### config.mk
export PLATFORM = sky130hd
export DESIGN_NAME = dmem_access_unit
export DESIGN_NICKNAME = d
export VERILOG_FILES = /design/src/rtl/dmem_access_unit_pkg.sv /design/src/rtl/dmem_access_unit_load_align.sv /design/src/rtl/dmem_access_unit.sv
export SDC_FILE = /design/constraint.sdc
export NUM_CORES = 1
export LEC_CHECK = 0
export BUFFER_PORTS_ARGS = -buffer_cell sky130_fd_sc_hd__buf_4
export CAP_MARGIN = 20
export CORE_UTILIZATION = 30
export CTS_CLUSTER_DIAMETER = 60
export DETAILED_ROUTE_END_ITERATION = 10
export PLACE_DENSITY_LB_ADDON = 0.05
export SETUP_SLACK_MARGIN = 0.05
export SKIP_LAST_GASP = 1
export SYNTH_ARGS = -nofsm -noshare
export SYNTH_HDL_FRONTEND = slang
export SYNTH_SLANG_ARGS = --single-unit
### constraint.sdc
create_clock -name clk -period 2.1 [get_ports clk]
set_clock_uncertainty 0.1 [all_clocks]
set_input_delay 0.21 -clock clk [delete_from_list [all_inputs] [get_ports clk]]
set_output_delay 0.21 -clock clk [all_outputs]
set_load 0.005 [all_outputs]
### src/rtl/dmem_access_unit_pkg.sv
// Shared types for the memory-stage data access path.
// Latency: n/a (types and a pure helper function only).
// Backpressure: n/a.
package dmem_access_unit_pkg;

    typedef enum logic [1:0] {
        IDLE = 2'd0,
        BUSY = 2'd1,
        DONE = 2'd2
    } dmem_state_t;

    typedef enum logic [2:0] {
        lb  = 3'b000,
        lh  = 3'b001,
        lw  = 3'b010,
        lbu = 3'b100,
        lhu = 3'b101
    } load_funct3_t;

    typedef enum logic [2:0] {
        sb = 3'b000,
        sh = 3'b001,
        sw = 3'b010
    } store_funct3_t;

    typedef logic [3:0] rv32i_mem_wmask;

    // A request is legal only if it is exactly one of load/store, uses a
    // known funct3 and is naturally aligned for its access size.
    function automatic logic access_legal(input logic       rd,
                                          input logic       wr,
                                          input logic [2:0] f3,
                                          input logic [1:0] off);
        logic ok;
        ok = 1'b0;
        if (rd ^ wr) begin
            if (rd) begin
                case (f3)
                    lb, lbu: ok = 1'b1;
                    lh, lhu: ok = ~off[0];
                    lw:      ok = (off == 2'b00);
                    default: ok = 1'b0;
                endcase
            end else begin
                case (f3)
                    sb:      ok = 1'b1;
                    sh:      ok = ~off[0];
                    sw:      ok = (off == 2'b00);
                    default: ok = 1'b0;
                endcase
            end
        end
        return ok;
    endfunction

endpackage

### src/rtl/dmem_access_unit_load_align.sv
// Load alignment: shifts the addressed lane down and sign/zero-extends it.
// Latency: purely combinational.
// Backpressure: none.
module dmem_access_unit_load_align
    import dmem_access_unit_pkg::*;
(
    input  logic [31:0] i_rdata,
    input  logic [1:0]  i_offset,
    input  logic [2:0]  i_funct3,
    output logic [31:0] o_data
);

    logic [31:0] w_shifted;

    assign w_shifted = i_rdata >> {i_offset, 3'b000};

    // Select the extension for the access size named by funct3.
    always_comb begin
        o_data = w_shifted;
        case (i_funct3)
            lb:      o_data = {{24{w_shifted[7]}}, w_shifted[7:0]};
            lh:      o_data = {{16{w_shifted[15]}}, w_shifted[15:0]};
            lbu:     o_data = {24'h0, w_shifted[7:0]};
            lhu:     o_data = {16'h0, w_shifted[15:0]};
            default: o_data = w_shifted;
        endcase
    end

endmodule

### src/rtl/dmem_access_unit.sv
// Memory-stage load/store responder driving the data-memory bus.
// Latency: accept cycle 0, bus strobe from cycle 1 until resp, result in the cycle after resp.
// Backpressure: stall held from legal accept through the resp cycle; illegal requests only pulse req_err.
module dmem_access_unit
    import dmem_access_unit_pkg::*;
#(
    parameter int ADDR_W = 32
) (
    input  logic              clk,
    input  logic              rst,
    input  logic              req_valid,
    input  logic              req_read,
    input  logic              req_write,
    input  logic [2:0]        req_funct3,
    input  logic [ADDR_W-1:0] req_addr,
    input  logic [31:0]       req_wdata,
    output logic              stall,
    output logic [31:0]       load_data,
    output logic              load_valid,
    output logic              req_err,
    output logic              dmem_read,
    output logic              dmem_write,
    output logic [ADDR_W-1:0] dmem_address,
    output logic [31:0]       dmem_wdata,
    output rv32i_mem_wmask    dmem_byte_enable,
    input  logic [31:0]       dmem_rdata,
    input  logic              dmem_resp
);

    dmem_state_t    r_state;
    dmem_state_t    w_next_state;
    logic           w_stall;
    logic           w_req;
    logic           w_legal;
    logic           w_accept;
    logic           w_illegal;
    logic [31:0]    w_aligned;
    rv32i_mem_wmask w_store_be;

    logic           r_dmem_read;
    logic           r_dmem_write;
    logic [ADDR_W-1:0] r_dmem_address;
    logic [31:0]    r_dmem_wdata;
    rv32i_mem_wmask r_dmem_byte_enable;
    logic [31:0]    r_load_data;
    logic           r_load_valid;
    logic           r_req_err;
    logic [2:0]     r_funct3;
    logic [1:0]     r_offset;

    assign w_req     = req_valid & (req_read | req_write);
    assign w_legal   = access_legal(req_read, req_write, req_funct3, req_addr[1:0]);
    assign w_accept  = (r_state == IDLE) & w_req & w_legal;
    assign w_illegal = (r_state == IDLE) & w_req & ~w_legal;

    // Store lane mask; the size is already known legal when this is used.
    always_comb begin
        w_store_be = 4'b0000;
        case (req_funct3)
            sb:      w_store_be = 4'b0001 << req_addr[1:0];
            sh:      w_store_be = 4'b0011 << req_addr[1:0];
            sw:      w_store_be = 4'b1111;
            default: w_store_be = 4'b0000;
        endcase
    end

    dmem_access_unit_load_align u_load_align (
        .i_rdata  (dmem_rdata),
        .i_offset (r_offset),
        .i_funct3 (r_funct3),
        .o_data   (w_aligned)
    );

    // State register.
    always_ff @(posedge clk) begin
        if (rst) r_state <= IDLE;
        else     r_state <= w_next_state;
    end

    // Next-state and combinational stall; DONE releases the pipeline and never accepts.
    always_comb begin
        w_next_state = r_state;
        w_stall      = 1'b0;
        case (r_state)
            IDLE: begin
                if (w_accept) begin
                    w_next_state = BUSY;
                    w_stall      = 1'b1;
                end
            end
            BUSY: begin
                w_stall = 1'b1;
                if (dmem_resp) w_next_state = DONE;
            end
            DONE:    w_next_state = IDLE;
            default: w_next_state = IDLE;
        endcase
    end

    // Registered bus outputs, latched request context and result pulses.
    always_ff @(posedge clk) begin
        if (rst) begin
            r_dmem_read        <= 1'b0;
            r_dmem_write       <= 1'b0;
            r_dmem_address     <= '0;
            r_dmem_wdata       <= '0;
            r_dmem_byte_enable <= '0;
            r_load_data        <= '0;
            r_load_valid       <= 1'b0;
            r_req_err          <= 1'b0;
            r_funct3           <= '0;
            r_offset           <= '0;
        end else begin
            r_req_err    <= w_illegal;
            r_load_valid <= 1'b0;
            if (w_accept) begin
                r_dmem_read    <= req_read;
                r_dmem_write   <= req_write;
                r_dmem_address <= {req_addr[ADDR_W-1:2], 2'b00};
                r_funct3       <= req_funct3;
                r_offset       <= req_addr[1:0];
                if (req_write) begin
                    r_dmem_wdata       <= req_wdata << {req_addr[1:0], 3'b000};
                    r_dmem_byte_enable <= w_store_be;
                end else begin
                    r_dmem_wdata       <= '0;
                    r_dmem_byte_enable <= '0;
                end
            end
            if ((r_state == BUSY) && dmem_resp) begin
                r_dmem_read  <= 1'b0;
                r_dmem_write <= 1'b0;
                if (r_dmem_read) begin
                    r_load_data  <= w_aligned;
                    r_load_valid <= 1'b1;
                end
            end
        end
    end

    assign stall            = w_stall;
    assign load_data        = r_load_data;
    assign load_valid       = r_load_valid;
    assign req_err          = r_req_err;
    assign dmem_read        = r_dmem_read;
    assign dmem_write       = r_dmem_write;
    assign dmem_address     = r_dmem_address;
    assign dmem_wdata       = r_dmem_wdata;
    assign dmem_byte_enable = r_dmem_byte_enable;

endmodule

[Yosys cells after proc, flatten, opt, wreduce, memory -nomap -nowiden]
Index checks and enable logic that the tools add are counted.
Storage, ports and cells
  memories: 0
  latch bits: 0
  bits in registers: 109
  logic and storage cells: 59
  output and inout bits: 105
  input port bits: 105
  RAM bits: 0
  memory bits (read-only): 0
Cells by class
  equal/unequal tests: 10
  $add $sub $neg: 0
  muxes and demuxes: 14
  reductions and logical operators: 11
  multiply operators: 0
  divide/modulo/power cells: 0
  bitwise logic cells: 9
  shifts and indexed selects: 4
  order comparisons: 0
Operators with widths (count)
  one-hot mux 32 bit (4 select lines): 1
  two-way mux 32 bit: 1
  left shift 32 x 5 -> 32 bit: 1
  >> shifter 32 x 5 -> 32 bit: 1
  equality test 3 bit, second input constant: 4
  one-hot mux 4 bit (3 select lines): 1
  OR reduction 2 bit: 4
  equality test 3 x 1 -> 1 bit, second input constant: 2
  logical NOT 3 bit: 2
  one-hot mux 1 bit (3 select lines): 2
  bitwise AND 1 bit: 4
  logical NOT 2 bit: 2
  two-way mux 1 bit: 4
  two-way mux 2 bit: 2
  two-way mux 4 bit: 1
  inequality test 2 bit, second input constant: 2
  one-hot mux 2 bit (2 select lines): 1
  AND reduction 2 bit: 2
  left shift 1 x 2 -> 4 bit, first input constant: 1
  left shift 2 x 2 -> 4 bit, first input constant: 1
  equality test 3 x 2 -> 1 bit, second input constant: 1
  NOT 1 bit: 3
  equality test 2 x 1 -> 1 bit, second input constant: 1
  one-hot mux 1 bit (2 select lines): 1
  other kinds (3): 3

[Logic depth before layout (Yosys ltp)]
  depth after elaboration: 8
  depth in mapped cells: 8
  mapped depth without buffers: 6

[Hierarchy]
From an unflattened synthesis, not the netlist that was laid out.
Second synthesis, totals
  cell total of the unflattened synthesis: 651
  area total of the unflattened synthesis: 5677.9 µm²
By module, submodules not included
  dmem_access_unit: cells an instance 544, times used 1, sequential area each 2182.1 µm², area an instance 4983.5 µm²
  dmem_access_unit_load_align: cells an instance 107, times used 1, sequential area each 0.0 µm², area an instance 694.4 µm²

[Worst setup path before layout]
Ideal clock, no wire load.
  path type: input -> output
  from: in req_read
  to: out stall
  arrival: 1.430 ns
  cell stages on the path: 7
  setup slack: 0.360 ns
  path buffers: 2
  required time: 1.790 ns
  cells stage by stage: inv_1 -> ha_1 -> and3_4 -> buf_6 -> o21a_1 -> buf_6 -> or2_2
Between the ends
  word-level cells in the longest chain between the ends: 6
  elaborated cells on any way between the ends: 9
  those cells by class: 4 x mux; 5 x bitwise
Ends and longest elaborated chain
  from (decl): line dmem_access_unit.sv:12  | input logic req_read,
  OR 1 bit: line dmem_access_unit.sv:51  | assign w_req = req_valid & (req_read | req_write);
  bitwise AND 1 bit: line dmem_access_unit.sv:51
  bitwise AND 1 bit: line dmem_access_unit.sv:53  | assign w_accept = (r_state == IDLE) & w_req & w_legal;
  bitwise AND 1 bit (*): line dmem_access_unit.sv:53
  two-way mux 1 bit (*): line dmem_access_unit.sv:86  | if (w_accept) begin
  one-hot mux 1 bit (2 select lines) (*): line dmem_access_unit.sv:84  | case (r_state)
  to (decl): line dmem_access_unit.sv:17  | output logic stall,
Mark *: on every way between the ends. The rest lies on a longest branch, timed or not.

[Worst setup path in the final report]
Ends and elaborated chain as after synthesis.

==> out/qor.json <==
{
  "min-delay-start": {"value": "req_addr[18]"},
  "drt_first_pass_iters": {"value": 7},
  "layout.cells.most_common": {"value": "buf_4"},
  "synth.ff_latch_count": {"value": 109},
  "synth-edff-count": {"value": 0},
  "placedInstanceArea": {"value": 7310, "unit": "um^2"},
  "async_flop_share": {"value": 0},
  "peakVddDrop": {"value": 393, "unit": "uV"},
  "synth_largest_type_area_fraction": {"value": 0.392},
  "drive_gt1_frac": {"value": 0.340},
  "cts_setup_buffers": {"value": 0},
  "start_util": {"value": 0.308},
  "finalSetupViolations": {"value": 0},
  "num_io_pins": {"value": 210},
  "layout_worst_path_cycle_share": {"value": 0.885},
  "finalSetupTns": {"value": 0, "unit": "ns"},
  "yosys.cell_types.count": {"value": 41},
  "place.gp.congestion": {"value": 0.807},
  "core_area": {"value": 18100, "unit": "um^2"},
  "number_of_antenna_violations_at_the_first_check_in_global_routing": {"value": 0},
  "area_of_the_die": {"value": 19100, "unit": "um^2"},
  "dominantRegCellSynth": {"value": "dfxtp_1"},
  "cts_buffers": {"value": 9},
  "end_kind": {"value": "primary output"},
  "routed-via-count": {"value": 4958},
  "synth_area_leader_cell": {"value": "dfxtp_1"},
  "routed_wl": {"value": 17100, "unit": "um"},
  "postSynthAreaPerCell": {"value": 9.23, "unit": "um^2"},
  "critical_path_required": {"value": 1.79, "unit": "ns"},
  "hpwlAfterDp": {"value": 12700, "unit": "um"},
  "viasPerCell": {"value": 4.85},
  "synthesis.yosys.warnings": {"value": 0},
  "dp_slack": {"value": 0.241, "unit": "ns"},
  "min_path_cells": {"value": 3},
  "detail_route.wl_per_cell": {"value": 16.7, "unit": "um"},
  "grt_overflow": {"value": 0},
  "reg2reg_setup_slack": {"value": 0.31, "unit": "ns"},
  "timing.hold.ws": {"value": 0.0194, "unit": "ns"},
  "clock_latency": {"value": 0.35, "unit": "ns"},
  "run_status": {"value": "finished, violations left"},
  "root_buffer": {"value": "clkbuf_16"},
  "critical_path_peak_fanout": {"value": 11},
  "maximum_number_of_pins_on_one_net_before_global_route_repair": {"value": 143},
  "floorplan.die.width": {"value": 138, "unit": "um"},
  "fp.dieH": {"value": 138, "unit": "um"},
  "unrepaired_setup_endpoints_after_global_routing": {"value": "false"},
  "route.antenna.remaining_nets": {"value": 0},
  "failed_checks": {"value": "DRC"},
  "postSynthCellCount": {"value": 603},
  "critPathLaunch": {"value": "req_read"},
  "timing.max_cap.violations": {"value": 0},
  "fmaxAchievable": {"value": 538, "unit": "MHz"},
  "final_max_slew_viol_count": {"value": 0},
  "port_buffers": {"value": 207},
  "floorplan.rows": {"value": 49},
  "p_leak": {"value": 3.27, "unit": "nW"},
  "num_antenna_cells": {"value": 0},
  "worst_setup_sp_type": {"value": "primary input"},
  "final_nets": {"value": 894},
  "max_slew_margin": {"value": 0.619},
  "regToRegEndpoint": {"value": "load_data[10]"},
  "cts_num_sinks": {"value": 109},
  "syn-cell-area": {"value": 5570, "unit": "um^2"},
  "place_inst": {"value": 1004},
  "finalHoldViolations": {"value": 0},
  "power-per-cell-area": {"value": 582, "unit": "nW/um^2"},
  "worstMarginPinSlew": {"value": 0.569, "unit": "ns"},
  "instances_no_fill": {"value": 1022},
  "arrival": {"value": 1.55, "unit": "ns"},
  "area_growth": {"value": 36.8, "unit": "%"},
  "worstReg2RegStart": {"value": "r_offset[1]"},
  "cts.path.max_buffers": {"value": 2},
  "netlist_top_cells_area": {"value": "dfxtp_1 39%, mux2i_1 17%, nand2b_1 12%, mux2_2 3.4%, a21oi_1 3.1%"},
  "vias_in_the_first_global_route": {"value": 4992},
  "drt_iter0_markers": {"value": 267},
  "crit_type": {"value": "primary input to primary output"},
  "wire_length_of_the_first_global_routing_pass": {"value": 26800, "unit": "um"},
  "synth-seq-area-share": {"value": 0.392},
  "finish.instance_area": {"value": 7610, "unit": "um^2"},
  "finalWorstPathRequiredPeriod": {"value": 1.86, "unit": "ns"},
  "most-common-layout-cells": {"value": "221 x buf_4, 109 x dfxtp_1, 106 x nand2b_1, 94 x mux2i_1, 45 x nand2_1"},
  "crit_end": {"value": "stall"},
  "ff2ff_path_depth": {"value": 5},
  "grtUsageTotal": {"value": 0.178},
  "drc_errors": {"value": 28},
  "finalWorstSetupSlack": {"value": 0.242, "unit": "ns"},
  "cts_htree_levels": {"value": 3},
  "hold_path.class": {"value": "primary input to flip-flop"},
  "cts_tree": {"value": "done"},
  "cts.clk_slew.worst_paths": {"value": 0.07, "unit": "ns"}
}
-- critical path, cell delays in order --
cell and delay, ns:
buf_4 0.11, inv_1 0.08, ha_1 0.25, and3_4 0.20
o21a_2 0.24, or2_2 0.30, buf_4 0.15
-- through the flow --
stage	power (W)	utilization
final	0.00443	0.421
after global routing	0.00462	0.421
after CTS	0.00450	0.421
after detailed placement	0.00281	0.404
after global placement	0.00280	0.404
after floorplan	0.00249	-
-- final cells by class --
cell class                 instances  area [um^2]
timing repair buffer             226         1750
clock inverter                     5         33.8
inverter                           5         18.8
tap                              229          287
multi-input combinational        437         3090
fill                            1848        10500
sequential                       109         2180
clock buffer                      11          253
-- metal layers --
layer | wire (um) | global-route usage | vias up
met5 | 0 | 0 | -
li1 | - | - | 2462
met2 | 8270 | 0.300 | 149
met1 | 7450 | 0.223 | 2333
met4 | 212 | 0.0585 | 0
met3 | 1180 | 0.0419 | 14
-- power by group --
part | internal [W] | leakage, nW | switching [W]
sequential | 0.00210 | 0.880 | 0.0000201
combinational | 0.000336 | 2.24 | 0.000304
clock | 0.000873 | 0.143 | 0.000804
total | 0.00331 | 3.27 | 0.00113
-- what timing repair did --
action                                 4_1_cts  5_1_grt
resized for setup                            0        0
endpoints found under the hold margin        1        0
hold buffers                                 1        0
-- flip-flops by register name, summed over array words and instances, names as in the netlist --
register	flops
r_funct3	3
dmem_byte_enable	4
dmem_read	1
load_valid	1
dmem_wdata	32
dmem_write	1
req_err	1
r_offset	2
r_state	2
load_data	32
dmem_address	30
-- cells in the mapped netlist (11+ instances only) --
cell / instances
dfxtp_1: 109
mux2i_1: 94
nand2b_1: 106
mux2_2: 17
o2bb2ai_1: 15
o211ai_1: 16
buf_2: 13
o21ai_0: 11
clkbuf_1: 24
a21oi_1: 35
nor2_1: 32
a211oi_1: 18
nand2_1: 45
-- kinds of logic (layout without fill, tap and decap cells) --
logic type / Yosys count / count (layout) / share of synthesized area
AO/OA/AOI/OAI: 111 / 111 / 0.137
adder cells (fa/ha/maj): 1 / 1 / 0.00225
buffers and inverters: 58 / 247 / 0.0564
flip-flops: 109 / 109 / 0.392
multiplexers: 112 / 112 / 0.208
other: 1 / 2 / 0.000674
AND/OR/NAND/NOR: 211 / 211 / 0.204
-- how the worst min path moves through the flow --
stage	end	slack (ns)
finish	dmem_address[18]	0.02
global route	dmem_address[20]	0.02
global placement	load_data[4]	0.35
detailed placement	load_data[4]	0.35
floorplan	r_state[1]	0.22
CTS	dmem_address[22]	0.002
Power figures use the tool's default switching activity.
